$ cat src/rtl/InstructionSetPkg.sv
// Shared instruction-set types for the ALU and the two-requester arbiter front end.
package InstructionSetPkg;

    localparam int DataWidth      = 16;
    localparam int ImmediateWidth = 8;
    localparam int NumRequesters  = 2;

    // Opcodes 12..15 are intentionally left unassigned: the ALU returns 0
    // for them and leaves the flags untouched.
    typedef enum logic [3:0] {
        OP_ADD  = 4'd0,
        OP_ADC  = 4'd1,
        OP_SUB  = 4'd2,
        OP_SBC  = 4'd3,
        OP_AND  = 4'd4,
        OP_OR   = 4'd5,
        OP_XOR  = 4'd6,
        OP_ADDI = 4'd7,
        OP_ROL  = 4'd8,
        OP_ROR  = 4'd9,
        OP_MOV  = 4'd10,
        OP_LDI  = 4'd11
    } eOperation;

    // Carry doubles as "borrow" for the subtract family.
    typedef struct packed {
        logic Zero;
        logic Carry;
        logic Negative;
        logic Overflow;
    } sFlags;

    typedef enum logic [1:0] {
        IDLE = 2'd0,
        EXEC = 2'd1,
        RESP = 2'd2
    } eArbState;

    function automatic logic [DataWidth-1:0] SignExtendImm(input logic [ImmediateWidth-1:0] imm);
        return {{(DataWidth - ImmediateWidth){imm[ImmediateWidth-1]}}, imm};
    endfunction

endpackage

$ cat src/rtl/ArithmeticLogicUnit.sv
// Purely combinational ALU: computes a new destination value and flag set
// from the destination/source operands, an immediate and the incoming flags.
module ArithmeticLogicUnit
    import InstructionSetPkg::*;
(
    input  eOperation                          Op,
    input  logic signed [DataWidth-1:0]        InSrc,
    input  logic signed [DataWidth-1:0]        InDest,
    input  logic signed [ImmediateWidth-1:0]   InImm,
    input  sFlags                              InFlags,
    output logic signed [DataWidth-1:0]        OutDest,
    output sFlags                              OutFlags
);

    localparam int W = DataWidth;

    logic [W-1:0] w_A;
    logic [W-1:0] w_B;
    logic [W-1:0] w_ImmExt;
    logic [W:0]   w_Sum;
    logic [W-1:0] w_Result;
    logic         w_SetZn;

    assign w_A      = InDest;
    assign w_B      = InSrc;
    assign w_ImmExt = SignExtendImm(InImm);

    // Operation decode; Zero/Negative are derived from the result afterwards
    // for every defined opcode, other flags only where the opcode defines them.
    always_comb begin
        w_Sum    = '0;
        w_Result = '0;
        w_SetZn  = 1'b0;
        OutFlags = InFlags;
        case (Op)
            OP_ADD: begin
                w_Sum             = {1'b0, w_A} + {1'b0, w_B};
                w_Result          = w_Sum[W-1:0];
                OutFlags.Carry    = w_Sum[W];
                OutFlags.Overflow = (w_A[W-1] == w_B[W-1]) && (w_Result[W-1] != w_A[W-1]);
                w_SetZn           = 1'b1;
            end
            OP_ADC: begin
                w_Sum             = {1'b0, w_A} + {1'b0, w_B} + {{W{1'b0}}, InFlags.Carry};
                w_Result          = w_Sum[W-1:0];
                OutFlags.Carry    = w_Sum[W];
                OutFlags.Overflow = (w_A[W-1] == w_B[W-1]) && (w_Result[W-1] != w_A[W-1]);
                w_SetZn           = 1'b1;
            end
            OP_SUB: begin
                w_Sum             = {1'b0, w_A} - {1'b0, w_B};
                w_Result          = w_Sum[W-1:0];
                OutFlags.Carry    = w_Sum[W];
                OutFlags.Overflow = (w_A[W-1] != w_B[W-1]) && (w_Result[W-1] != w_A[W-1]);
                w_SetZn           = 1'b1;
            end
            OP_SBC: begin
                w_Sum             = {1'b0, w_A} - {1'b0, w_B} - {{W{1'b0}}, InFlags.Carry};
                w_Result          = w_Sum[W-1:0];
                OutFlags.Carry    = w_Sum[W];
                OutFlags.Overflow = (w_A[W-1] != w_B[W-1]) && (w_Result[W-1] != w_A[W-1]);
                w_SetZn           = 1'b1;
            end
            OP_AND: begin
                w_Result = w_A & w_B;
                w_SetZn  = 1'b1;
            end
            OP_OR: begin
                w_Result = w_A | w_B;
                w_SetZn  = 1'b1;
            end
            OP_XOR: begin
                w_Result = w_A ^ w_B;
                w_SetZn  = 1'b1;
            end
            OP_ADDI: begin
                w_Sum             = {1'b0, w_A} + {1'b0, w_ImmExt};
                w_Result          = w_Sum[W-1:0];
                OutFlags.Carry    = w_Sum[W];
                OutFlags.Overflow = (w_A[W-1] == w_ImmExt[W-1]) && (w_Result[W-1] != w_A[W-1]);
                w_SetZn           = 1'b1;
            end
            OP_ROL: begin
                // Rotate through carry: old carry enters bit 0, MSB leaves to carry.
                w_Result       = {w_A[W-2:0], InFlags.Carry};
                OutFlags.Carry = w_A[W-1];
                w_SetZn        = 1'b1;
            end
            OP_ROR: begin
                w_Result       = {InFlags.Carry, w_A[W-1:1]};
                OutFlags.Carry = w_A[0];
                w_SetZn        = 1'b1;
            end
            OP_MOV: begin
                w_Result = w_B;
                w_SetZn  = 1'b1;
            end
            OP_LDI: begin
                w_Result = w_ImmExt;
                w_SetZn  = 1'b1;
            end
            default: begin
                w_Result = '0;
            end
        endcase
        OutDest = w_Result;
        if (w_SetZn) begin
            OutFlags.Zero     = (w_Result == '0);
            OutFlags.Negative = w_Result[W-1];
        end
    end

endmodule

$ cat src/rtl/alu_arbiter.sv
// Two-requester front end sharing one ALU: round-robin grant in IDLE,
// one execute cycle, then a held response until the owner consumes it.
// Each requester keeps its own committed flag context.
module alu_arbiter
    import InstructionSetPkg::*;
(
    input  logic                               Clock,
    input  logic                               nReset,
    input  logic [1:0]                         ReqValid,
    output logic [1:0]                         ReqReady,
    input  eOperation                          ReqOp   [2],
    input  logic signed [DataWidth-1:0]        ReqSrc  [2],
    input  logic signed [DataWidth-1:0]        ReqDest [2],
    input  logic signed [ImmediateWidth-1:0]   ReqImm  [2],
    output logic [1:0]                         RspValid,
    input  logic [1:0]                         RspReady,
    output logic signed [DataWidth-1:0]        RspData,
    output sFlags                              FlagsOut [2],
    output logic                               Busy
);

    eArbState                         r_State;
    eArbState                         w_NextState;
    logic                             r_Owner;
    logic                             r_Priority;
    eOperation                        r_Op;
    logic signed [DataWidth-1:0]      r_Src;
    logic signed [DataWidth-1:0]      r_Dest;
    logic signed [ImmediateWidth-1:0] r_Imm;
    logic signed [DataWidth-1:0]      r_Result;
    sFlags                            r_PendFlags;

    logic                             w_Winner;
    logic                             w_Accept;
    logic                             w_Capture;
    logic                             w_Handshake;
    sFlags                            w_InFlags;
    logic signed [DataWidth-1:0]      w_AluDest;
    sFlags                            w_AluFlags;

    // Round-robin pick: a lone requester wins, a tie goes to the priority holder.
    always_comb begin
        w_Winner = 1'b0;
        case (ReqValid)
            2'b01:   w_Winner = 1'b0;
            2'b10:   w_Winner = 1'b1;
            2'b11:   w_Winner = r_Priority;
            default: w_Winner = 1'b0;
        endcase
    end

    // Next-state and per-state strobes for the IDLE -> EXEC -> RESP cycle.
    always_comb begin
        w_NextState = r_State;
        w_Accept    = 1'b0;
        w_Capture   = 1'b0;
        w_Handshake = 1'b0;
        case (r_State)
            IDLE: begin
                if (|ReqValid) begin
                    w_Accept    = 1'b1;
                    w_NextState = EXEC;
                end
            end
            EXEC: begin
                w_Capture   = 1'b1;
                w_NextState = RESP;
            end
            RESP: begin
                // Only the owner's RspReady can retire the operation.
                if (RspReady[r_Owner]) begin
                    w_Handshake = 1'b1;
                    w_NextState = IDLE;
                end
            end
            default: begin
                w_NextState = IDLE;
            end
        endcase
    end

    // State register; reset abandons any operation in flight.
    always_ff @(posedge Clock or negedge nReset) begin
        if (!nReset) begin
            r_State <= IDLE;
        end else begin
            r_State <= w_NextState;
        end
    end

    // Operand latch on accept, result capture in EXEC, priority hand-off on retire.
    always_ff @(posedge Clock or negedge nReset) begin
        if (!nReset) begin
            r_Owner     <= 1'b0;
            r_Priority  <= 1'b0;
            r_Op        <= OP_ADD;
            r_Src       <= '0;
            r_Dest      <= '0;
            r_Imm       <= '0;
            r_Result    <= '0;
            r_PendFlags <= '0;
        end else begin
            if (w_Accept) begin
                r_Owner <= w_Winner;
                r_Op    <= ReqOp[w_Winner];
                r_Src   <= ReqSrc[w_Winner];
                r_Dest  <= ReqDest[w_Winner];
                r_Imm   <= ReqImm[w_Winner];
            end
            if (w_Capture) begin
                r_Result    <= w_AluDest;
                r_PendFlags <= w_AluFlags;
            end
            if (w_Handshake) begin
                r_Priority <= ~r_Owner;
            end
        end
    end

    // The owner's committed context feeds the ALU (carry-in for ADC/SBC/rotates).
    assign w_InFlags = FlagsOut[r_Owner];

    ArithmeticLogicUnit u_alu (
        .Op       (r_Op),
        .InSrc    (r_Src),
        .InDest   (r_Dest),
        .InImm    (r_Imm),
        .InFlags  (w_InFlags),
        .OutDest  (w_AluDest),
        .OutFlags (w_AluFlags)
    );

    genvar gi;
    generate
        for (gi = 0; gi < NumRequesters; gi++) begin : g_req
            sFlags r_Flags;

            // Flag context changes only on this requester's own response handshake.
            always_ff @(posedge Clock or negedge nReset) begin
                if (!nReset) begin
                    r_Flags <= '0;
                end else if (w_Handshake && (r_Owner == 1'(gi))) begin
                    r_Flags <= r_PendFlags;
                end
            end

            assign FlagsOut[gi] = r_Flags;
            // Gated with nReset so the accept pulse is suppressed while reset is held.
            assign ReqReady[gi] = nReset && w_Accept && (w_Winner == 1'(gi));
            assign RspValid[gi] = (r_State == RESP) && (r_Owner == 1'(gi));
        end
    endgenerate

    assign RspData = r_Result;
    assign Busy    = (r_State != IDLE);

endmodule

$ cat config.mk
export PLATFORM = sky130hd
export DESIGN_NAME = alu_arbiter
export DESIGN_NICKNAME = d
export VERILOG_FILES = /design/src/rtl/InstructionSetPkg.sv /design/src/rtl/ArithmeticLogicUnit.sv /design/src/rtl/alu_arbiter.sv
export SDC_FILE = /design/constraint.sdc
export NUM_CORES = 1
export LEC_CHECK = 0
export ABC_CLOCK_PERIOD_IN_PS = 4900
export CAP_MARGIN = 20
export CORE_MARGIN = 2
export CORE_UTILIZATION = 40
export CTS_BUF_LIST = sky130_fd_sc_hd__clkbuf_8 sky130_fd_sc_hd__clkbuf_16
export CTS_CLUSTER_DIAMETER = 30
export DETAILED_ROUTE_END_ITERATION = 6
export PLACE_DENSITY_LB_ADDON = 0.15
export SLEW_MARGIN = 10
export SYNTH_ARGS = -nofsm -noshare
export SYNTH_HDL_FRONTEND = slang
export SYNTH_SLANG_ARGS = --single-unit
export TNS_END_PERCENT = 5
$ cat constraint.sdc
create_clock -name Clock -period 4.9 [get_ports Clock]
set_input_delay 0.98 -clock Clock [delete_from_list [all_inputs] [get_ports Clock]]
set_output_delay 0.98 -clock Clock [all_outputs]
set_load 0.05 [all_outputs]
== Word level (Yosys, flattened, before mapping) ==
Cells that the tools add are included.

* Bits in registers: 76
* Input bits: 94
* Output and inout port bits: 29
* Logic and storage cells: 111

* $add $sub $neg: 5
* Order comparisons: 3
* Eq/ne operators: 25
* Multiplexer cells: 32
* Bitwise gates (word level): 7
* Reductions and logical operators: 19

{| class="wikitable"
|+ Operators by type and width
! kind !! number
|-
| case mux 16 bit (12 select lines) || 1
|-
| two-way mux 16 bit || 6
|-
| adder 16 x 16 -> 17 bit || 2
|-
| two-way mux 4 bit || 6
|-
| two-way mux 8 bit || 3
|-
| adder 17 x 1 -> 17 bit || 1
|-
| subtractor 16 x 16 -> 17 bit || 1
|-
| subtractor 17 x 1 -> 17 bit || 1
|-
| AND 16 bit || 1
|-
| == test 4 x 3 -> 1 bit, second input constant || 4
|-
| == test 4 bit, second input constant || 4
|-
| zero test 16 bit || 1
|-
| OR 16 bit || 1
|-
| bitwise XOR 16 bit || 1
|-
| logical AND 1 bit || 12
|-
| OR reduction 12 bit || 1
|-
| two-way mux 1 bit || 10
|-
| == test 4 x 2 -> 1 bit, second input constant || 2
|-
| case mux 1 bit (7 select lines) || 1
|-
| == test 2 bit, second input constant || 3
|-
| inequality test 1 bit || 6
|-
| case mux 2 bit (3 select lines) || 1
|-
| case mux 1 bit (5 select lines) || 1
|-
| == test 4 x 1 -> 1 bit, second input constant || 1
|-
| other kinds (14) || 20
|}

== Longest topological paths before layout ==
Gate-level depths: netlist of the first run.

* Word-level depth: 8
* Mapped depth: 15
* Mapped depth without buffers: 15

== By module ==
Synthesis of the first run repeated with hierarchy kept, for this count alone.

* Cell total of the unflattened synthesis: 1029
* Area total of the unflattened synthesis: 8458.1 µm²

{| class="wikitable"
|+ Modules (own cells, without submodules)
! module !! instances !! cells each !! area an instance (µm²) !! sequential area each (µm²)
|-
| ArithmeticLogicUnit || 1 || 688 || 4759.6 || 0.0
|-
| alu_arbiter || 1 || 341 || 3698.5 || 1901.8
|}

== Least setup slack after synthesis of the first run ==
Ideal clock, no wire load.

* Path type: input to output
* Start: in ReqValid[0]
* End: out ReqReady[1]
* Arrival time: 2.757 ns
* Data required time: 3.920 ns
* Path slack: 1.163 ns
* Stages: 5
* Buffers on the path: 2
* Path through: inv_1 -> o21ai_0 -> buf_1 -> buf_1 -> nor3_1

* Longest elaborated chain between the ends: 5
* Elaborated cells on any way between the ends: 8
* Classes of those cells: 2 x eq/ne; 3 x mux; 3 x reduce/logical

{| class="wikitable"
|+ RTL lines
! element !! line !! source
|-
| start, declared || alu_arbiter.sv:9 || <nowiki>input logic [1:0] ReqValid,</nowiki>
|-
| OR reduction 2 bit || alu_arbiter.sv:60 || <nowiki>if (|ReqValid) begin</nowiki>
|-
| two-way mux 1 bit || alu_arbiter.sv:60 ||
|-
| two-way mux 1 bit || alu_arbiter.sv:58 || <nowiki>case (r_State)</nowiki>
|-
| logical AND 1 bit || alu_arbiter.sv:149 || <nowiki>assign ReqReady[gi] = nReset && w_Accept && (w_Winner == 1'(gi));</nowiki>
|-
| logical AND 1 bit (*) || alu_arbiter.sv:149 ||
|-
| end, declared || alu_arbiter.sv:10 || <nowiki>output logic [1:0] ReqReady,</nowiki>
|}

Every way passes the cells marked *; elsewhere a longest branch is shown, timed or not.

== Worst setup path in the final report of the first run ==
* Start: reg r_Dest[1]
* End: reg r_PendFlags[3] (netlist name)

* Longest elaborated chain between the ends: 5
* Elaborated cells on any way between the ends: 11
* Classes of those cells: 5 x add/sub; 2 x mux; 3 x bitwise; 1 x reduce/logical

{| class="wikitable"
|+ RTL lines
! element !! line !! source
|-
| start, declared || alu_arbiter.sv:28 || <nowiki>logic signed [DataWidth-1:0] r_Dest;</nowiki>
|-
| start signal, assigned || alu_arbiter.sv:107 || <nowiki>r_Dest <= ReqDest[w_Winner];</nowiki>
|-
| subtractor 16 x 16 -> 17 bit / adder 16 x 16 -> 17 bit (equally long branches) || n/a ||
|-
| subtractor 17 x 1 -> 17 bit / adder 17 x 1 -> 17 bit (equally long branches) || ArithmeticLogicUnit.sv:58, ArithmeticLogicUnit.sv:44 ||
|-
| case mux 16 bit (12 select lines) (*) || ArithmeticLogicUnit.sv:35 || <nowiki>case (Op)</nowiki>
|-
| zero test 16 bit (*) || ArithmeticLogicUnit.sv:108 || <nowiki>OutFlags.Zero = (w_Result == '0);</nowiki>
|-
| two-way mux 1 bit (*) || ArithmeticLogicUnit.sv:107 || <nowiki>if (w_SetZn) begin</nowiki>
|-
| end signal, assigned || alu_arbiter.sv:112 || <nowiki>r_PendFlags <= w_AluFlags;</nowiki>
|-
| end, declared || alu_arbiter.sv:31 || <nowiki>sFlags r_PendFlags;</nowiki>
|}

Marks and branches as above.
A chain may end at the register's enable or synchronous reset.

==> impl_metrics.env, run 1 <==
export IMPL_postCtsSetupBuffers=0
export IMPL_synthesis_yosys_warnings=0
export IMPL_via_count_of_the_first_global_routing_pass=7785
export IMPL_cts_tree="built"
export IMPL_count_of_flip_flops_with_a_built_in_enable_after_synthesis=0
export IMPL_crit_path_start_kind="flip-flop"
export IMPL_area_of_combinational_cells_with_multiple_inputs_um2=5940
export IMPL_netlist_cell_type_count=83
export IMPL_number_of_buffers_added_on_ports=122
export IMPL_unrepaired_setup_endpoints_after_global_routing="no"
export IMPL_finalNetCount=1301
export IMPL_syn_area_per_cell_um2=8.00
export IMPL_worstSkewPairLatency_ns=0.35
export IMPL_cts_reportedPaths_clkPinSlew_ns=0.07
export IMPL_area_growth_synth_to_final_pct=22.6
export IMPL_avg_wl_per_cell_um=19.7
export IMPL_tritoncts_num_buffers=9
export IMPL_post_synth_top_area_fraction_pct=23.0
export IMPL_min_delay_path_class="reg -> reg"
export IMPL_fraction_of_the_cycle_the_final_worst_path_needs_pct=87.3
export IMPL_gp_congestion=0.973
export IMPL_cts_htree_levels=3
export IMPL_finalMaxSlewViolations=0
export IMPL_final_period_minus_worst_setup_slack_ns=4.28
export IMPL_count_of_nets_left_with_antenna_violations_after_detail_routing=0
export IMPL_final_core_util_pct=50.0
export IMPL_post_cts_hold_fix_bufs=0
export IMPL_cts_root_buffer="sky130_fd_sc_hd__clkbuf_16"
export IMPL_synth_async_sr_flop_share_pct=100
export IMPL_design_die_area_um2=21900
export IMPL_ys_seq_area_share_pct=23.0
export IMPL_synth_net_count=1199
export IMPL_clock_path_buffers=2
export IMPL_postSynth_topFlopCell="sky130_fd_sc_hd__dfrtp_1"
export IMPL_fillers=2059
export IMPL_antenna_violations_before_repair=0
export IMPL_post_synthesis_cell_type_with_the_largest_combined_area="sky130_fd_sc_hd__dfrtp_1"
export IMPL_vias_per_std_cell=5.79
export IMPL_layout_cells_most_common="sky130_fd_sc_hd__clkdlybuf4s50_1"
export IMPL_global_route_usage_met2_pct=40.7
export IMPL_drive_above_1_share_pct=7.62
export IMPL_setup_worst_path_class="reg -> reg"
export IMPL_detail_route_drc_violations=0
export IMPL_die_h_um=148
export IMPL_synthCells=1034
export IMPL_maxSlewHeadroom_pct=29.9
export IMPL_core_area_um2=20300
export IMPL_drtIter0Drc=649
export IMPL_clock_skew_final_ns=0.0144
export IMPL_synth_seq_cells=76
export IMPL_max_cap_violations=0
export IMPL_ff_latch_area_um2=1900
export IMPL_worst_slew_pin_slew_ns=1.05
export IMPL_vias=8175
export IMPL_io_count=123
export IMPL_groute_layer_met3_usage_pct=5.03
export IMPL_placement_rows=52
export IMPL_first_pass_grt_wire_length_mm=43.8
export IMPL_firstDrtPassIters=6
export IMPL_overflow=0
export IMPL_worstPathRequired_ns=5.15
export IMPL_grt_start_max_net_pins=91
export IMPL_globalRouteTotalUtil_pct=25.7
export IMPL_worst_setup_path_end_kind="flip-flop"
export IMPL_highest_clock_frequency_the_design_can_meet_mhz=234
export IMPL_clkSinkCount=76
export IMPL_timing_final_hold_violations=0
export IMPL_mappedNetlistArea_um2=8270
export IMPL_number_of_diodes_added_for_antenna_fixing=0
export IMPL_synth_area_leaders="sky130_fd_sc_hd__dfrtp_1 23%, sky130_fd_sc_hd__ha_1 10%, sky130_fd_sc_hd__mux2i_1 7.0%"
export IMPL_dp_cells=1395
export IMPL_final_setup_vio_count=0
export IMPL_die_width_um=148
export IMPL_dp_final_hpwl_mm=21.5
export IMPL_status="complete, no violations"
export IMPL_routed_wl_mm=27.8
export IMPL_met1_usage_pct=35.8
export IMPL_mostFrequentLayoutCells="121 x sky130_fd_sc_hd__clkdlybuf4s50_1, 112 x sky130_fd_sc_hd__nor2_1, 103 x sky130_fd_sc_hd__a21oi_1, 85 x sky130_fd_sc_hd__nand2_1, 76 x sky130_fd_sc_hd__dfrtp_1"
export IMPL_post_cts_resized=0
export IMPL_floorplan_initialDensity_pct=40.8
export IMPL_wp_data_arrival_ns=4.53
export IMPL_worstPathMaxFanout=7
export IMPL_setup_total_negative_slack_ns=0
export IMPL_final_cells=1411
export IMPL_grt_busiest_layer="met2"
==> flip-flops by register name (all words and copies together) (netlist names), 2 cells and up <==
name and count:
r_Dest 16, RspData 16, r_State 2, r_Src 16, r_PendFlags 4, r_Imm 8, r_Op 4, FlagsOut 8
==> stage by stage <==
stage	setup slack, ns	hold WS [ns]	instance area, um^2
floorplan	1.16	0.459	8270
global placement	0.809	0.458	9820
detailed placement	0.714	0.462	9820
CTS	0.685	0.478	10100
global route	0.230	0.498	10100
finish	0.622	0.469	10100
==> cells by family after synthesis <==
logic type / Yosys count / synth area share, %
AND/OR/NAND/NOR: 336 / 19.7
AO/OA/AOI/OAI: 296 / 24.3
buffers and inverters: 114 / 5.61
flip-flops: 76 / 23.0
multiplexers: 71 / 8.79
adder cells (fa/ha/maj): 71 / 11.0
XOR/XNOR: 70 / 7.59
==> routing by layer <==
layer | part of all wire, % | routed length [um]
met2 | 45 | 12400
met5 | 0 | 0
met4 | 2.0 | 542
met1 | 46 | 12800
met3 | 7.3 | 2020
==> path summary, 6_finish.rpt <==
path	startpoint	end	slack, ns	cells past startpoint
worst min register to register	RspData[5]$_DFFE_PN0N_	RspData[5]$_DFFE_PN0N_	0.47	2
worst max-delay path	r_Dest[1]$_DFFE_PN0P_	r_PendFlags[3]$_DFFE_PN0N_	0.62	12
max in group asynchronous	nReset	r_PendFlags[3]$_DFFE_PN0N_	3.14	3
min in group asynchronous	nReset	r_Imm[1]$_DFFE_PN0P_	0.51	1
worst max register to register	r_Dest[1]$_DFFE_PN0P_	r_PendFlags[3]$_DFFE_PN0N_	0.62	12
worst min-delay path	RspData[5]$_DFFE_PN0N_	RspData[5]$_DFFE_PN0N_	0.47	2
==> worst max-delay path: stages, from the launching register on <==
cell and delay (ns):
sky130_fd_sc_hd__dfrtp_1 0.50, sky130_fd_sc_hd__inv_1 0.17, sky130_fd_sc_hd__ha_1 0.36, sky130_fd_sc_hd__a211oi_2 0.41
sky130_fd_sc_hd__nor2_1 0.12, sky130_fd_sc_hd__xnor2_1 0.47, sky130_fd_sc_hd__o32a_1 0.28, sky130_fd_sc_hd__o2111ai_1 0.19
sky130_fd_sc_hd__a2111oi_0 0.59, sky130_fd_sc_hd__nor4b_1 0.34, sky130_fd_sc_hd__nand4_1 0.13, sky130_fd_sc_hd__or4_1 0.43
sky130_fd_sc_hd__o31ai_2 0.18
==> cell type report <==
class	count	share of cell area (%)
repair buffers	151	14.2
well taps	270	3.33
flip-flops and latches	76	18.7
clock buffers	9	2.22
inverters	54	2.00
multi-input cells	844	58.6
clock inverters	7	0.962
==> cell usage after synthesis (4+ instances only) <==
master	number
sky130_fd_sc_hd__o2111ai_1	5
sky130_fd_sc_hd__clkbuf_1	37
sky130_fd_sc_hd__xor2_1	19
sky130_fd_sc_hd__nor2_1	113
sky130_fd_sc_hd__a32oi_1	4
sky130_fd_sc_hd__nand3b_1	4
sky130_fd_sc_hd__ha_1	68
sky130_fd_sc_hd__buf_4	7
sky130_fd_sc_hd__a21oi_1	103
sky130_fd_sc_hd__nand2_1	85
sky130_fd_sc_hd__nand2b_1	11
sky130_fd_sc_hd__a221o_1	5
sky130_fd_sc_hd__buf_2	8
sky130_fd_sc_hd__o22ai_1	8
sky130_fd_sc_hd__nor4_1	8
sky130_fd_sc_hd__or3_1	4
sky130_fd_sc_hd__nand3_1	21
sky130_fd_sc_hd__nand4_1	10
sky130_fd_sc_hd__o21bai_1	9
sky130_fd_sc_hd__a31oi_1	7
sky130_fd_sc_hd__a211oi_1	10
sky130_fd_sc_hd__o31ai_1	5
sky130_fd_sc_hd__o21a_1	4
sky130_fd_sc_hd__nor3_1	26
sky130_fd_sc_hd__mux2i_1	58
sky130_fd_sc_hd__nor2b_1	13
sky130_fd_sc_hd__xnor2_1	49
sky130_fd_sc_hd__a211o_1	4
sky130_fd_sc_hd__a2111oi_0	5
sky130_fd_sc_hd__and2_1	7
sky130_fd_sc_hd__buf_1	8
sky130_fd_sc_hd__inv_1	51
sky130_fd_sc_hd__o211ai_1	12
sky130_fd_sc_hd__a22oi_1	14
sky130_fd_sc_hd__a21o_1	10
sky130_fd_sc_hd__a221oi_1	8
sky130_fd_sc_hd__and3_1	8
sky130_fd_sc_hd__o221ai_1	8
sky130_fd_sc_hd__mux2_2	13
sky130_fd_sc_hd__or4_1	4
sky130_fd_sc_hd__o21ai_0	42
sky130_fd_sc_hd__dfrtp_1	76
Power of run 1 is not shown: default switching activity piles up to over one toggle a cycle in this logic, so the estimate is an artifact.
==> inputs of run 2 (changes only) <==
--- a/config.mk
+++ b/config.mk
@@ -7,8 +7,8 @@
 export LEC_CHECK = 0
 export ABC_CLOCK_PERIOD_IN_PS = 4900
 export CAP_MARGIN = 20
-export CORE_MARGIN = 2
-export CORE_UTILIZATION = 40
+export CORE_MARGIN = 5
+export CORE_UTILIZATION = 56
 export CTS_BUF_LIST = sky130_fd_sc_hd__clkbuf_8 sky130_fd_sc_hd__clkbuf_16
 export CTS_CLUSTER_DIAMETER = 30
 export DETAILED_ROUTE_END_ITERATION = 6
==> run 2 against run 1 <==
Net effect: hold slack better by 0.0019 ns; via count is 2.4% higher; die area is 21% lower; largest cell class unchanged; highest routed layer unchanged; clock skew is 0.0024 ns higher; sequential share of layout area is 0.21 points higher; critical path depth is 1 higher.
==> impl_metrics.env, run 2 (same netlist as run 1, synthesis figures left out) <==
export IMPL_global_route_usage_met2_pct=44.9
export IMPL_detail_route_drc_violations=0
export IMPL_mostFrequentLayoutCells="121 x sky130_fd_sc_hd__clkdlybuf4s50_1, 112 x sky130_fd_sc_hd__nor2_1, 103 x sky130_fd_sc_hd__a21oi_1, 85 x sky130_fd_sc_hd__nand2_1, 76 x sky130_fd_sc_hd__dfrtp_1"
export IMPL_layout_cells_most_common="sky130_fd_sc_hd__clkdlybuf4s50_1"
export IMPL_firstDrtPassIters=5
export IMPL_final_setup_vio_count=0
export IMPL_drive_above_1_share_pct=7.55
export IMPL_grt_busiest_layer="met2"
export IMPL_globalRouteTotalUtil_pct=30.8
export IMPL_cp_cell_sequence="inv_1, ha_1, a211oi_2, nor2_1, xnor2_1, or4_1, nor3_1, xnor2_1, o21ai_0, a211oi_1, nand4_1, or4_1, o31ai_2"
export IMPL_tritoncts_num_buffers=9
export IMPL_worst_slew_pin_slew_ns=0.896
export IMPL_final_core_util_pct=69.0
export IMPL_met1_usage_pct=43.0
export IMPL_unrepaired_setup_endpoints_after_global_routing="no"
export IMPL_grt_start_max_net_pins=91
export IMPL_core_area_um2=14500
export IMPL_number_of_buffers_added_on_ports=122
export IMPL_routed_wl_mm=27.7
export IMPL_clock_skew_final_ns=0.0169
export IMPL_worst_path_largest_cell_delay_ns=0.68
export IMPL_timing_final_hold_violations=0
export IMPL_die_h_um=132
export IMPL_count_of_nets_left_with_antenna_violations_after_detail_routing=0
export IMPL_cts_htree_levels=3
export IMPL_worstPathMaxFanout=7
export IMPL_die_width_um=132
export IMPL_setup_worst_path_class="reg -> reg"
export IMPL_clkSinkCount=76
export IMPL_critical_path_slowest_cell="sky130_fd_sc_hd__or4_1"
export IMPL_min_delay_path_class="reg -> reg"
export IMPL_max_cap_violations=0
export IMPL_cts_tree="built"
export IMPL_placement_rows=44
export IMPL_final_cells=1323
export IMPL_number_of_diodes_added_for_antenna_fixing=0
export IMPL_finalMaxSlewViolations=0
export IMPL_groute_layer_met3_usage_pct=7.65
export IMPL_design_die_area_um2=17300
export IMPL_drtIter0Drc=877
export IMPL_dp_cells=1307
export IMPL_fraction_of_the_cycle_the_final_worst_path_needs_pct=87.9
export IMPL_overflow=0
export IMPL_dp_final_hpwl_mm=21.3
export IMPL_avg_wl_per_cell_um=20.9
export IMPL_gp_congestion=1.07
export IMPL_antenna_violations_before_repair=0
export IMPL_io_count=123
export IMPL_clock_path_buffers=2
export IMPL_final_period_minus_worst_setup_slack_ns=4.31
export IMPL_vias_per_std_cell=6.33
export IMPL_setup_total_negative_slack_ns=0
export IMPL_via_count_of_the_first_global_routing_pass=7807
export IMPL_postCtsSetupBuffers=0
export IMPL_worstPathRequired_ns=5.17
export IMPL_maxSlewHeadroom_pct=40.2
export IMPL_vias=8371
export IMPL_area_growth_synth_to_final_pct=21.2
export IMPL_status="complete, no violations"
export IMPL_cts_root_buffer="sky130_fd_sc_hd__clkbuf_16"
export IMPL_highest_clock_frequency_the_design_can_meet_mhz=232
export IMPL_worstSkewPairLatency_ns=0.37
export IMPL_crit_path_start_kind="flip-flop"
export IMPL_post_cts_hold_fix_bufs=0
export IMPL_fin_worst_hold_slack_ns=0.471
export IMPL_wp_data_arrival_ns=4.58
export IMPL_floorplan_initialDensity_pct=56.9
export IMPL_post_cts_resized=0
export IMPL_finalNetCount=1299
export IMPL_first_pass_grt_wire_length_mm=43.2
export IMPL_cts_reportedPaths_clkPinSlew_ns=0.07
export IMPL_worst_setup_path_end_kind="flip-flop"
-- run 2: cell count changes in the layout (fill, tap and decap cells not counted), sizes merged --
cell and change:
bufinv -1, buf -2, clkinv +1
-- run 2: final timing paths --
| kind | start | end | slack (ns) | depth (start not counted) |
|---|---|---|---|---|
| min in group asynchronous | nReset | RspData[12]$_DFFE_PN0N_ | 0.55 | 1 |
| setup reg to reg | r_Dest[1]$_DFFE_PN0P_ | r_PendFlags[3]$_DFFE_PN0N_ | 0.59 | 13 |
| max in group asynchronous | nReset | RspData[14]$_DFFE_PN0N_ | 3.36 | 2 |
| setup / recovery | r_Dest[1]$_DFFE_PN0P_ | r_PendFlags[3]$_DFFE_PN0N_ | 0.59 | 13 |
| hold / removal | RspData[7]$_DFFE_PN0N_ | RspData[7]$_DFFE_PN0N_ | 0.47 | 2 |
| hold reg to reg | RspData[7]$_DFFE_PN0N_ | RspData[7]$_DFFE_PN0N_ | 0.47 | 2 |
-- run 2: cell type report --
| type | instances | area, um^2 |
|---|---|---|
| multi-input cells | 844 | 5940 |
| flip-flops and latches | 76 | 1900 |
| fillers | 1290 | 4500 |
| clock buffers | 9 | 225 |
| well taps | 184 | 230 |
| inverters | 54 | 203 |
| repair buffers | 149 | 1430 |
| clock inverters | 7 | 93.8 |
-- run 2: worst max-delay path, delay by kind of cell (launching register included) --
kind	cells	cell delay (ns)
and+or+nand+nor	5	1.64
buffers and inverters	1	0.17
xor gates and xnor gates	2	0.41
AOI/OAI and AO/OA	4	1.11
adders and majority gates	1	0.36
DFF	1	0.52
-- run 2: through the flow --
stage	instance area [um^2]	setup WS [ns]
floorplan	8270	1.16
global placement	9710	0.744
detailed placement	9710	0.675
CTS	10000	0.624
global route	10000	0.340
finish	10000	0.592
-- run 2: per-layer routing --
metal,share of wire [%],vias to the layer above,routed length (um)
met2,42,388,11700
li1,-,3957,-
met3,9.1,79,2520
met1,44,3947,12200
met4,4.5,0,1240
met5,0,-,0
Power of run 2 is left out for the same reason.
==> inputs of run 3 (changes only) <==
--- a/config.mk
+++ b/config.mk
@@ -6,9 +6,10 @@
 export NUM_CORES = 1
 export LEC_CHECK = 0
 export ABC_CLOCK_PERIOD_IN_PS = 4900
-export CAP_MARGIN = 20
+export CELL_PAD_IN_SITES_DETAIL_PLACEMENT = 1
+export CELL_PAD_IN_SITES_GLOBAL_PLACEMENT = 2
 export CORE_MARGIN = 5
-export CORE_UTILIZATION = 56
+export CORE_UTILIZATION = 33
 export CTS_BUF_LIST = sky130_fd_sc_hd__clkbuf_8 sky130_fd_sc_hd__clkbuf_16
 export CTS_CLUSTER_DIAMETER = 30
 export DETAILED_ROUTE_END_ITERATION = 6
==> run 3 against run 2 <==
Net effect: via count is 1.7% lower; maximum frequency is 3.4% lower; clock skew is 0.0062 ns lower; critical path type unchanged; critical endpoint unchanged; highest routed layer unchanged.
==> impl_metrics.env, run 3 (same netlist as run 1, synthesis figures left out) <==
export IMPL_post_cts_hold_fix_bufs=0
export IMPL_die_width_um=168
export IMPL_wp_data_arrival_ns=4.72
export IMPL_maxSlewHeadroom_pct=20.6
export IMPL_postCtsSetupBuffers=0
export IMPL_firstDrtPassIters=4
export IMPL_worstPathMaxFanout=6
export IMPL_io_count=123
export IMPL_regToRegStartpoint="r_Dest[0]$_DFFE_PN0P_"
export IMPL_fillers=2999
export IMPL_fraction_of_the_cycle_the_final_worst_path_needs_pct=91.0
export IMPL_clkSinkCount=76
export IMPL_tritoncts_num_buffers=9
export IMPL_timing_reg2reg_worst_path_depth=13
export IMPL_worst_setup_path_end_kind="flip-flop"
export IMPL_drive_above_1_share_pct=8.28
export IMPL_clock_skew_final_ns=0.0107
export IMPL_setup_total_negative_slack_ns=0
export IMPL_area_growth_synth_to_final_pct=24.1
export IMPL_number_of_buffers_added_on_ports=122
export IMPL_first_pass_grt_wire_length_mm=49.6
export IMPL_cts_reportedPaths_clkPinSlew_ns=0.07
export IMPL_count_of_nets_left_with_antenna_violations_after_detail_routing=0
export IMPL_placement_rows=58
export IMPL_min_delay_path_class="reg -> reg"
export IMPL_via_count_of_the_first_global_routing_pass=8265
export IMPL_timing_final_hold_violations=0
export IMPL_highest_clock_frequency_the_design_can_meet_mhz=224
export IMPL_setup_worst_path_class="reg -> reg"
export IMPL_die_h_um=168
export IMPL_finalNetCount=1308
export IMPL_avg_wl_per_cell_um=22.0
export IMPL_status="complete, no violations"
export IMPL_routed_wl_mm=32.5
export IMPL_final_setup_vio_count=0
export IMPL_mostFrequentLayoutCells="121 x sky130_fd_sc_hd__clkdlybuf4s50_1, 112 x sky130_fd_sc_hd__nor2_1, 103 x sky130_fd_sc_hd__a21oi_1, 85 x sky130_fd_sc_hd__nand2_1, 76 x sky130_fd_sc_hd__dfrtp_1"
export IMPL_post_cts_resized=0
export IMPL_grt_start_max_net_pins=79
export IMPL_dp_final_hpwl_mm=26.1
export IMPL_vias=8230
export IMPL_max_cap_violations=0
export IMPL_layout_cells_most_common="sky130_fd_sc_hd__clkdlybuf4s50_1"
export IMPL_crit_path_start_kind="flip-flop"
export IMPL_worst_slew_pin_slew_ns=1.17
export IMPL_cts_root_buffer="sky130_fd_sc_hd__clkbuf_16"
export IMPL_globalRouteTotalUtil_pct=22.4
export IMPL_unrepaired_setup_endpoints_after_global_routing="no"
export IMPL_final_period_minus_worst_setup_slack_ns=4.46
export IMPL_overflow=0
export IMPL_number_of_diodes_added_for_antenna_fixing=0
export IMPL_reg2reg_capture_point="r_PendFlags[3]$_DFFE_PN0N_"
export IMPL_floorplan_initialDensity_pct=33.1
export IMPL_finalMaxSlewViolations=0
export IMPL_timing_startpoint_of_the_critical_path="r_Dest[0]$_DFFE_PN0P_"
export IMPL_detail_route_drc_violations=0
export IMPL_worstHoldStart="RspData[6]$_DFFE_PN0N_"
export IMPL_hold_depth=2
export IMPL_timing_hold_worst_endpoint="RspData[6]$_DFFE_PN0N_"
export IMPL_cts_htree_levels=3
export IMPL_worstSkewPairLatency_ns=0.36
export IMPL_cts_tree="built"
export IMPL_core_area_um2=25000
export IMPL_drtIter0Drc=468
export IMPL_worstPathRequired_ns=5.17
export IMPL_design_die_area_um2=28300
export IMPL_antenna_violations_before_repair=0
export IMPL_vias_per_std_cell=5.57
export IMPL_gp_congestion=0.949
export IMPL_clock_path_buffers=2
export IMPL_r2r_slack_ns=0.44
[run 3: cell count changes in the layout (fill, tap and decap cells not counted), sizes merged]
cell,before,now
buf,28,37
clkinv,5,4
inv,54,55
[run 3: worst max-delay path by stage]
stage	endpoint	slack [ns]	cells past startpoint
finish	r_PendFlags[3]$_DFFE_PN0N_	0.44	13
global route	r_PendFlags[3]$_DFFE_PN0N_	0.02	13
CTS	r_PendFlags[3]$_DFFE_PN0N_	0.36	13
detailed placement	r_PendFlags[3]$_DFFE_PN0N_	0.40	13
global placement	r_PendFlags[3]$_DFFE_PN0N_	0.49	13
floorplan	ReqReady[1]	1.16	5
[run 3: area by class of cell]
type | count | area (um^2) | area share [%]
multi-input cells | 844 | 5940 | 57.9
flip-flops and latches | 76 | 1900 | 18.5
repair buffers | 158 | 1490 | 14.5
well taps | 330 | 413 | 4.02
clock buffers | 9 | 225 | 2.19
inverters | 54 | 203 | 1.97
clock inverters | 7 | 88.8 | 0.865
[run 3: worst max-delay path, stage by stage (launching register included)]
cell and delay [ns]:
sky130_fd_sc_hd__dfrtp_1 0.43, sky130_fd_sc_hd__inv_1 0.09, sky130_fd_sc_hd__ha_1 0.21, sky130_fd_sc_hd__fa_1 0.46
sky130_fd_sc_hd__xnor2_1 0.40, sky130_fd_sc_hd__xor2_1 0.22, sky130_fd_sc_hd__o221ai_1 0.14, sky130_fd_sc_hd__nor4_1 0.49
sky130_fd_sc_hd__nand4_1 0.20, sky130_fd_sc_hd__a2111oi_0 0.61, sky130_fd_sc_hd__nor4b_1 0.35, sky130_fd_sc_hd__nand4_1 0.14
sky130_fd_sc_hd__or4_1 0.43, sky130_fd_sc_hd__o31ai_2 0.19
[run 3: routing by layer]
layer	GRT usage [%]	vias up	wire, um
li1	-	3962	-
met1	31.0	4012	15200
met2	37.1	229	15200
met3	3.10	27	1630
met4	5.05	0	571
met5	0	-	0
[run 3: through the flow]
| step | util (%) | cells | hold slack (ns) | setup slack [ns] | instance area (um^2) |
|---|---|---|---|---|---|
| finish | 41.1 | 1478 | 0.474 | 0.442 | 10300 |
| detailed placement | 39.9 | 1462 | 0.468 | 0.400 | 9950 |
| floorplan | - | 1034 | 0.459 | 1.16 | 8270 |
| global route | 41.1 | 1478 | 0.503 | 0.0190 | 10300 |
| global placement | 39.9 | 1462 | 0.459 | 0.492 | 9950 |
| CTS | 41.1 | 1478 | 0.484 | 0.360 | 10300 |
Power of run 3 is left out for the same reason.
